==> src/rtl/fir_filter.sv <==
// fir_filter -- fixed-coefficient direct-form FIR low-pass filter.
//
// Each sample accepted while data_valid is high produces one signed output on
// y_out, and valid_out pulses once for it. Arithmetic is full precision; the
// accumulator width is derived from the coefficient set so that no overflow
// can occur before the final resize to OUT_W.
//
// Parameters
//   DATA_W  input sample width (signed)
//   COEF_W  coefficient width (signed)
//   NTAPS   number of taps
//   OUT_W   output width (signed)
//   COEFFS  packed coefficients, c[0] in the MS field (multiplies newest sample)
//
// Ports
//   clk         clock, rising edge
//   rst         synchronous active-high reset
//   data_valid  x_in carries a new sample this cycle
//   x_in        signed input sample
//   y_out       signed filtered output, registered
//   valid_out   one-cycle strobe per accepted sample
//
// Build option
//   FIR_PIPELINE_EN  adds a product register stage ahead of the adder tree;
//                    latency goes from 1 to 2 clocks, results are unchanged.

module fir_filter #(
    parameter int DATA_W = 8,
    parameter int COEF_W = 8,
    parameter int NTAPS  = 8,
    parameter int OUT_W  = 16,
    parameter logic [NTAPS*COEF_W-1:0] COEFFS =
        {8'sd3, 8'sd10, 8'sd24, 8'sd35, 8'sd35, 8'sd24, 8'sd10, 8'sd3}
) (
    input  logic                     clk,
    input  logic                     rst,
    input  logic                     data_valid,
    input  logic signed [DATA_W-1:0] x_in,
    output logic signed [OUT_W-1:0]  y_out,
    output logic                     valid_out
);

    localparam int PROD_W = DATA_W + COEF_W;

    function automatic logic signed [COEF_W-1:0] coef(input int unsigned k);
        return COEFFS[(NTAPS-1-k)*COEF_W +: COEF_W];
    endfunction

    // Smallest signed width that holds sum|c| * 2^(DATA_W-1).
    function automatic int acc_width();
        int s;
        int ci;
        s = 0;
        for (int unsigned i = 0; i < NTAPS; i++) begin
            ci = int'(coef(i));
            s += (ci < 0) ? -ci : ci;
        end
        return $clog2(s * (1 << (DATA_W - 1))) + 1;
    endfunction

    localparam int ACC_W = acc_width();

    // History holds x(n-1)..x(n-NTAPS+1); the newest sample is x_in itself.
    logic signed [DATA_W-1:0] hist [NTAPS-1];
    logic signed [DATA_W-1:0] tap  [NTAPS];
    logic signed [PROD_W-1:0] prod [NTAPS];
    logic signed [ACC_W-1:0]  acc;

`ifdef FIR_PIPELINE_EN
    logic signed [PROD_W-1:0] prod_q [NTAPS];
    logic                     prod_valid;
`endif

    always_comb begin
        tap[0] = x_in;
        for (int unsigned k = 1; k < NTAPS; k++) begin
            tap[k] = hist[k-1];
        end
    end

    always_comb begin
        for (int unsigned k = 0; k < NTAPS; k++) begin
            prod[k] = PROD_W'(tap[k]) * PROD_W'(coef(k));
        end
    end

    always_comb begin
        acc = '0;
        for (int unsigned k = 0; k < NTAPS; k++) begin
`ifdef FIR_PIPELINE_EN
            acc += ACC_W'(prod_q[k]);
`else
            acc += ACC_W'(prod[k]);
`endif
        end
    end

    always_ff @(posedge clk) begin
        if (rst) begin
            for (int unsigned k = 0; k < NTAPS - 1; k++) begin
                hist[k] <= '0;
            end
        end else if (data_valid) begin
            hist[0] <= x_in;
            for (int unsigned k = 1; k < NTAPS - 1; k++) begin
                hist[k] <= hist[k-1];
            end
        end
    end

`ifdef FIR_PIPELINE_EN
    always_ff @(posedge clk) begin
        if (rst) begin
            for (int unsigned k = 0; k < NTAPS; k++) begin
                prod_q[k] <= '0;
            end
            prod_valid <= 1'b0;
            y_out      <= '0;
            valid_out  <= 1'b0;
        end else begin
            prod_valid <= data_valid;
            if (data_valid) begin
                for (int unsigned k = 0; k < NTAPS; k++) begin
                    prod_q[k] <= prod[k];
                end
            end
            valid_out <= prod_valid;
            if (prod_valid) begin
                y_out <= OUT_W'(acc);
            end
        end
    end
`else
    always_ff @(posedge clk) begin
        if (rst) begin
            y_out     <= '0;
            valid_out <= 1'b0;
        end else begin
            valid_out <= data_valid;
            if (data_valid) begin
                y_out <= OUT_W'(acc);
            end
        end
    end
`endif

endmodule

==> config.mk <==
export PLATFORM = sky130hd
export DESIGN_NAME = fir_filter
export DESIGN_NICKNAME = d
export VERILOG_FILES = /design/src/rtl/fir_filter.sv
export SDC_FILE = /design/constraint.sdc
export NUM_CORES = 1
export LEC_CHECK = 0
export ABC_CLOCK_PERIOD_IN_PS = 8860
export BUFFER_PORTS_ARGS = -buffer_cell sky130_fd_sc_hd__buf_2
export CORE_UTILIZATION = 60
export CTS_CLUSTER_DIAMETER = 150
export DETAILED_ROUTE_END_ITERATION = 10
export PLACE_DENSITY = 0.84
export SYNTH_ARGS = -nofsm -noshare
export SYNTH_HDL_FRONTEND = slang
export SYNTH_SLANG_ARGS = --single-unit
export TNS_END_PERCENT = 20
==> constraint.sdc <==
create_clock -name clk -period 8.86 [get_ports clk]
set_clock_uncertainty 0.2 [all_clocks]
set_input_delay 1.329 -clock clk [delete_from_list [all_inputs] [get_ports clk]]
set_output_delay 1.329 -clock clk [all_outputs]
set_load 0.1 [all_outputs]
* After elaboration in Yosys (flattened, before gate mapping) *
Memories as Yosys holds them, arrays and structs flattened.
Cells that the tools add are included.

word-level totals
  register bits after elaboration = 17
  latch bits = 0
  RAM bits = 56
  ROM bits = 0
  bits of input ports = 11
  output and inout bits = 17
  word-level logic and storage cells = 37
  memories = 1

operators by class
  add/subtract/negate cells = 7
  multiply operators = 8
  divide/modulo/power cells = 0
  order comparisons = 0
  eq/ne operators = 0
  shifts and indexed selects = 0
  muxes and demuxes = 12
  bitwise operators = 7
  reduce and logical (&&, ||, !) cells = 0

memories
  name  words  bits a word  read ports  clocked after Yosys merged registers in  wr ports  RTL line  text
  hist  7      8            7           0                                        7         64        logic signed [DATA_W-1:0] hist [NTAPS-1];

operators by type and width
  cell                  number
  $mux 8                7
  $mul 8x3->11 const B  4
  $mul 8x7->15 const B  2
  $mul 8x4->12 const B  2
  $add 15x15->16        1
  $add 16x11->16        1
  $add 16x13->16        1
  $add 16x14->16        1
  $add 16x15->16        1
  $add 14x14->15        1
  $add 11x13->14        1
  $or 1x1->1            7
  $mux 1                5

* Longest topological paths before layout *
An unclocked memory read counts as a cell.

  depth in word-level cells = 9
  gate-level depth with buffers = 30
  mapped depth without buffers = 30

* Worst setup path before layout *
OpenSTA, ideal clock, no wires.

  kind = reg2reg
  start = mem hist[0][1]
  end = reg y_out[15]
  setup time = 0.118 ns
  arrival time = 6.621 ns
  data required time = 8.542 ns
  setup slack = 1.922 ns
  stages on the path, launching flop included = 28
  buffers on the path = 0
  period minus slack after synthesis = 6.938 ns
  cell sequence = edfxtp_1 -> ha_1 -> ha_1 -> inv_1 -> fa_1 -> nor2b_1 -> o21ai_0 -> a21boi_0 -> o21ai_0 -> a21boi_0 -> xnor2_1 -> fa_1 -> fa_1 -> ha_1 -> ha_1 -> inv_1 -> fa_1 -> inv_1 -> fa_1 -> inv_1 -> fa_1 -> inv_1 -> ha_1 -> a21o_1 -> a21o_1 -> a221oi_2 -> xnor2_1 -> a22o_1

RTL lines
  element               RTL line  text
  start, declared       64
  end signal, assigned  141       y_out <= OUT_W'(acc);
  end, declared         39        output logic signed [OUT_W-1:0] y_out,

==> results by stage <==
Cells and area:
- Summing all flip-flop and latch instances after layout gives 0.00202 sq mm.
- The number of nets at the end of the flow is 1084.
- The post-route cell area is 0.00914 sq mm.
- The area occupied by multi-input gates is 0.00565 sq mm.
- In the final layout, the share of cells above drive strength 1 is 0.0572.
- Compared with the post-synthesis result, the final layout area differs by 7.38%.
- The number of filler instances in the final layout is 1074.
- 0 antenna diodes ended up in the layout.

Worst setup path:
- The largest single stage delay on the critical path is 590 ps.
- STA classifies the critical path endpoint as a flop.
- The combined buffer and inverter count along the critical path is 5.
- The largest fanout on the critical path is 6.
- The worst setup path is launched from a flop.
- The worst path required time is 8910 ps.
- The family with the most delay on the worst path is adder cells.
- The most prevalent standard cell on the critical path is sky130_fd_sc_hd__fa_1.
- The slowest stage of the critical path belongs to the cell sky130_fd_sc_hd__fa_1.
- Data arrives at the worst endpoint at 7500 ps.
- The critical path is of the reg2reg type.

Yosys:
- Yosys mapped a number of flops with a built-in enable equal to 56.
- The number of nets in the synthesized netlist is 1054.
- Each instance of the synthesized netlist takes up on average 10.8 sq um.
- Sorting the synthesized cells by area gives the leading types as sky130_fd_sc_hd__fa_1, sky130_fd_sc_hd__ha_1, sky130_fd_sc_hd__edfxtp_1.
- Synthesis handed over a netlist of 787 instances.
- The fraction of registers with async set/reset is 0.
- The library cell with the largest summed area after synthesis is sky130_fd_sc_hd__fa_1.
- The post-synthesis register bit count is 73.
- The share of the Yosys chip area taken by registers is 0.238.
- The unique cell type count in the Yosys netlist is 35.
- The post-synthesis cell area is 0.00851 sq mm.
- By count the netlist is led by sky130_fd_sc_hd__inv_1, sky130_fd_sc_hd__ha_1, sky130_fd_sc_hd__fa_1.
- The fraction of synthesized cell area taken by the top area cell type is 0.273.
- For this run, the leading register cell type out of synthesis is sky130_fd_sc_hd__edfxtp_1.
- The Yosys warning count is 0.
- The most numerous cell in the Yosys netlist is sky130_fd_sc_hd__inv_1.

Detailed routing:
- After detailed routing, the number of remaining DRC violations is 0.
- The mean routed wirelength per cell is 16.5 microns.
- Dividing the detail-routed via count by the number of cells gives 5.35.
- The first-pass iteration count of the detailed router is 5.
- The antenna violation net count after detailed routing is 0.
- The first-iteration detailed-routing DRC count is 305.
- The via total after detailed routing is 5361.
- The sum of routed wire length over all layers is 16.5 mm.

CTS:
- The clock root buffer master is sky130_fd_sc_hd__clkbuf_16.
- The register clock-pin slew on the reported worst setup and hold paths is 70 ps.
- The clock tree from TritonCTS is built.
- The number of buffers on the longest clock path is 2.
- The post-CTS resize count is 0.
- In this run the number of H-tree levels came out at 3.
- After clock tree synthesis, the setup repair step added 0 buffers.
- The count of hold-fix buffers inserted at cts is 0.
- In this run, CTS created clock tree buffers numbering 9.
- The clock latency reported for the late side of the worst-skew pair is 360 ps.
- The clock sink count is 73.

Floorplan:
- For this configuration, the core starts out at a cell density of 0.613.
- The die boundary width is 121 microns.
- The die covers 0.0147 sq mm.
- The floorplan has 43 rows.
- The die is 121 microns tall.
- Pin placement for this block handled 28 I/O pins.
- The region available for standard cell placement spans 0.0139 sq mm.

GRT:
- The initial antenna violation count was 0.
- The via count of the first global-routing pass was 5802.
- The largest net degree at the start of global routing is 57.
- The total overflow left after global routing is 0.
- The first global-routing pass estimated 28.2 mm of wire.
- The overall global routing resource usage is 0.257.

Job:
- The tool flagged a number of max-cap violations equal to 0.

Timing:
- On the final layout, the worst hold slack is 278 ps.
- Setup repair after global routing left no endpoint under its margin.
- The total count of hold-check failures in the final report is 0.
- The relative max-transition margin is 0.264.
- The count of final max-slew check failures is 0.
- The smallest clock period supported by the final layout is computed as 7450 ps.
- Of the available clock period, the critical path in the final layout requires 0.841.
- The maximum clock frequency is 134 MHz.
- The post-route setup TNS is 0 ps.
- The slew at the pin closest to its max-slew limit is 1100 ps.
- The number of setup violations in the final report is 0.

Place:
- In this run the cell area measured after placement is 0.00885 sq mm.
- The post-detailed-placement half-perimeter wirelength is 13.2 mm.
- The number of input and output port buffers inserted is 27.
- The routability-driven placement congestion ratio is 0.850.

Worst hold path:
- The worst hold path belongs to the class reg2reg.

Status:
- The run finished with clean final reports.
[cell type report]
cell class / instances / share of cell area
multi-input cells: 488 / 0.618
flip-flops and latches: 73 / 0.221
inverters: 217 / 0.0891
clock buffers: 9 / 0.0246
well taps: 180 / 0.0246
repair buffers: 28 / 0.0156
clock inverters: 7 / 0.00671
[state kept, by name (all words and copies together), names as in the netlist]
| signal | cells |
|---|---|
| valid_out | 1 |
| y_out | 16 |
| hist | 56 |
[routing by layer]
metal	global-route usage	vias up	part of all wire	wire length [microns]
li1	-	2540	-	-
met1	0.332	2683	0.43	7060
met2	0.434	103	0.50	8330
met3	0.0301	35	0.036	593
met4	0.116	0	0.033	546
met5	0	-	0	0
[cell families (layout without fill, tap and decap cells)]
logic type	count (synthesis)	in the layout	synth area share
buf+inv	226	261	0.0997
flops	73	73	0.238
mux	9	9	0.0106
fa+ha+maj	256	256	0.479
xor+xnor	42	42	0.0432
compound gates	73	73	0.0572
simple gates	108	108	0.0731
[path summary, 6_finish.rpt]
kind,from,to,slack (ps),cells after the start
hold reg to reg,y_out[4]$_SDFFE_PP0P_,y_out[4]$_SDFFE_PP0P_,280,2
setup reg to reg,hist[0][1]$_SDFFCE_PN0P_,y_out[15]$_SDFFE_PP0P_,1410,27
hold / removal,y_out[4]$_SDFFE_PP0P_,y_out[4]$_SDFFE_PP0P_,280,2
setup / recovery,hist[0][1]$_SDFFCE_PN0P_,y_out[15]$_SDFFE_PP0P_,1410,27
[worst register-to-register path: cells and delay by family, from the launching register on]
family	cells	cell delay, ps
adder cells (fa/ha/maj)	11	4420
AO/OA/AOI/OAI	8	1610
flip-flops	1	490
buffers and inverters	5	280
XOR/XNOR	2	240
AND/OR/NAND/NOR	1	120
[through the flow]
step,setup WS (ps),util,cells
floorplan,1920,-,787
global placement,1580,0.638,986
detailed placement,1440,0.638,986
CTS,1400,0.658,1002
global route,991,0.658,1002
finish,1410,0.658,1002
[placed cells by master (no fill, tap or decap), drive strengths merged, types with 3 or more instances in the layout]
master and n:
a22o 6, inv 220, nand2 11, a21oi 12
nand2b 5, nor2b 14, and2 48, edfxtp 56
fa 116, o21ai 20, ha 140, nor2 17
a21boi 7, clkbuf 9, a31oi 5, nand3b 3
nor4bb 3, mux2i 9, a21o 11, xor2 11
buf 28, nor3 4, dfxtp 17, xnor2 31
Power is not shown: default switching activity piles up to over one toggle a cycle in this logic, so the estimate is an artifact.
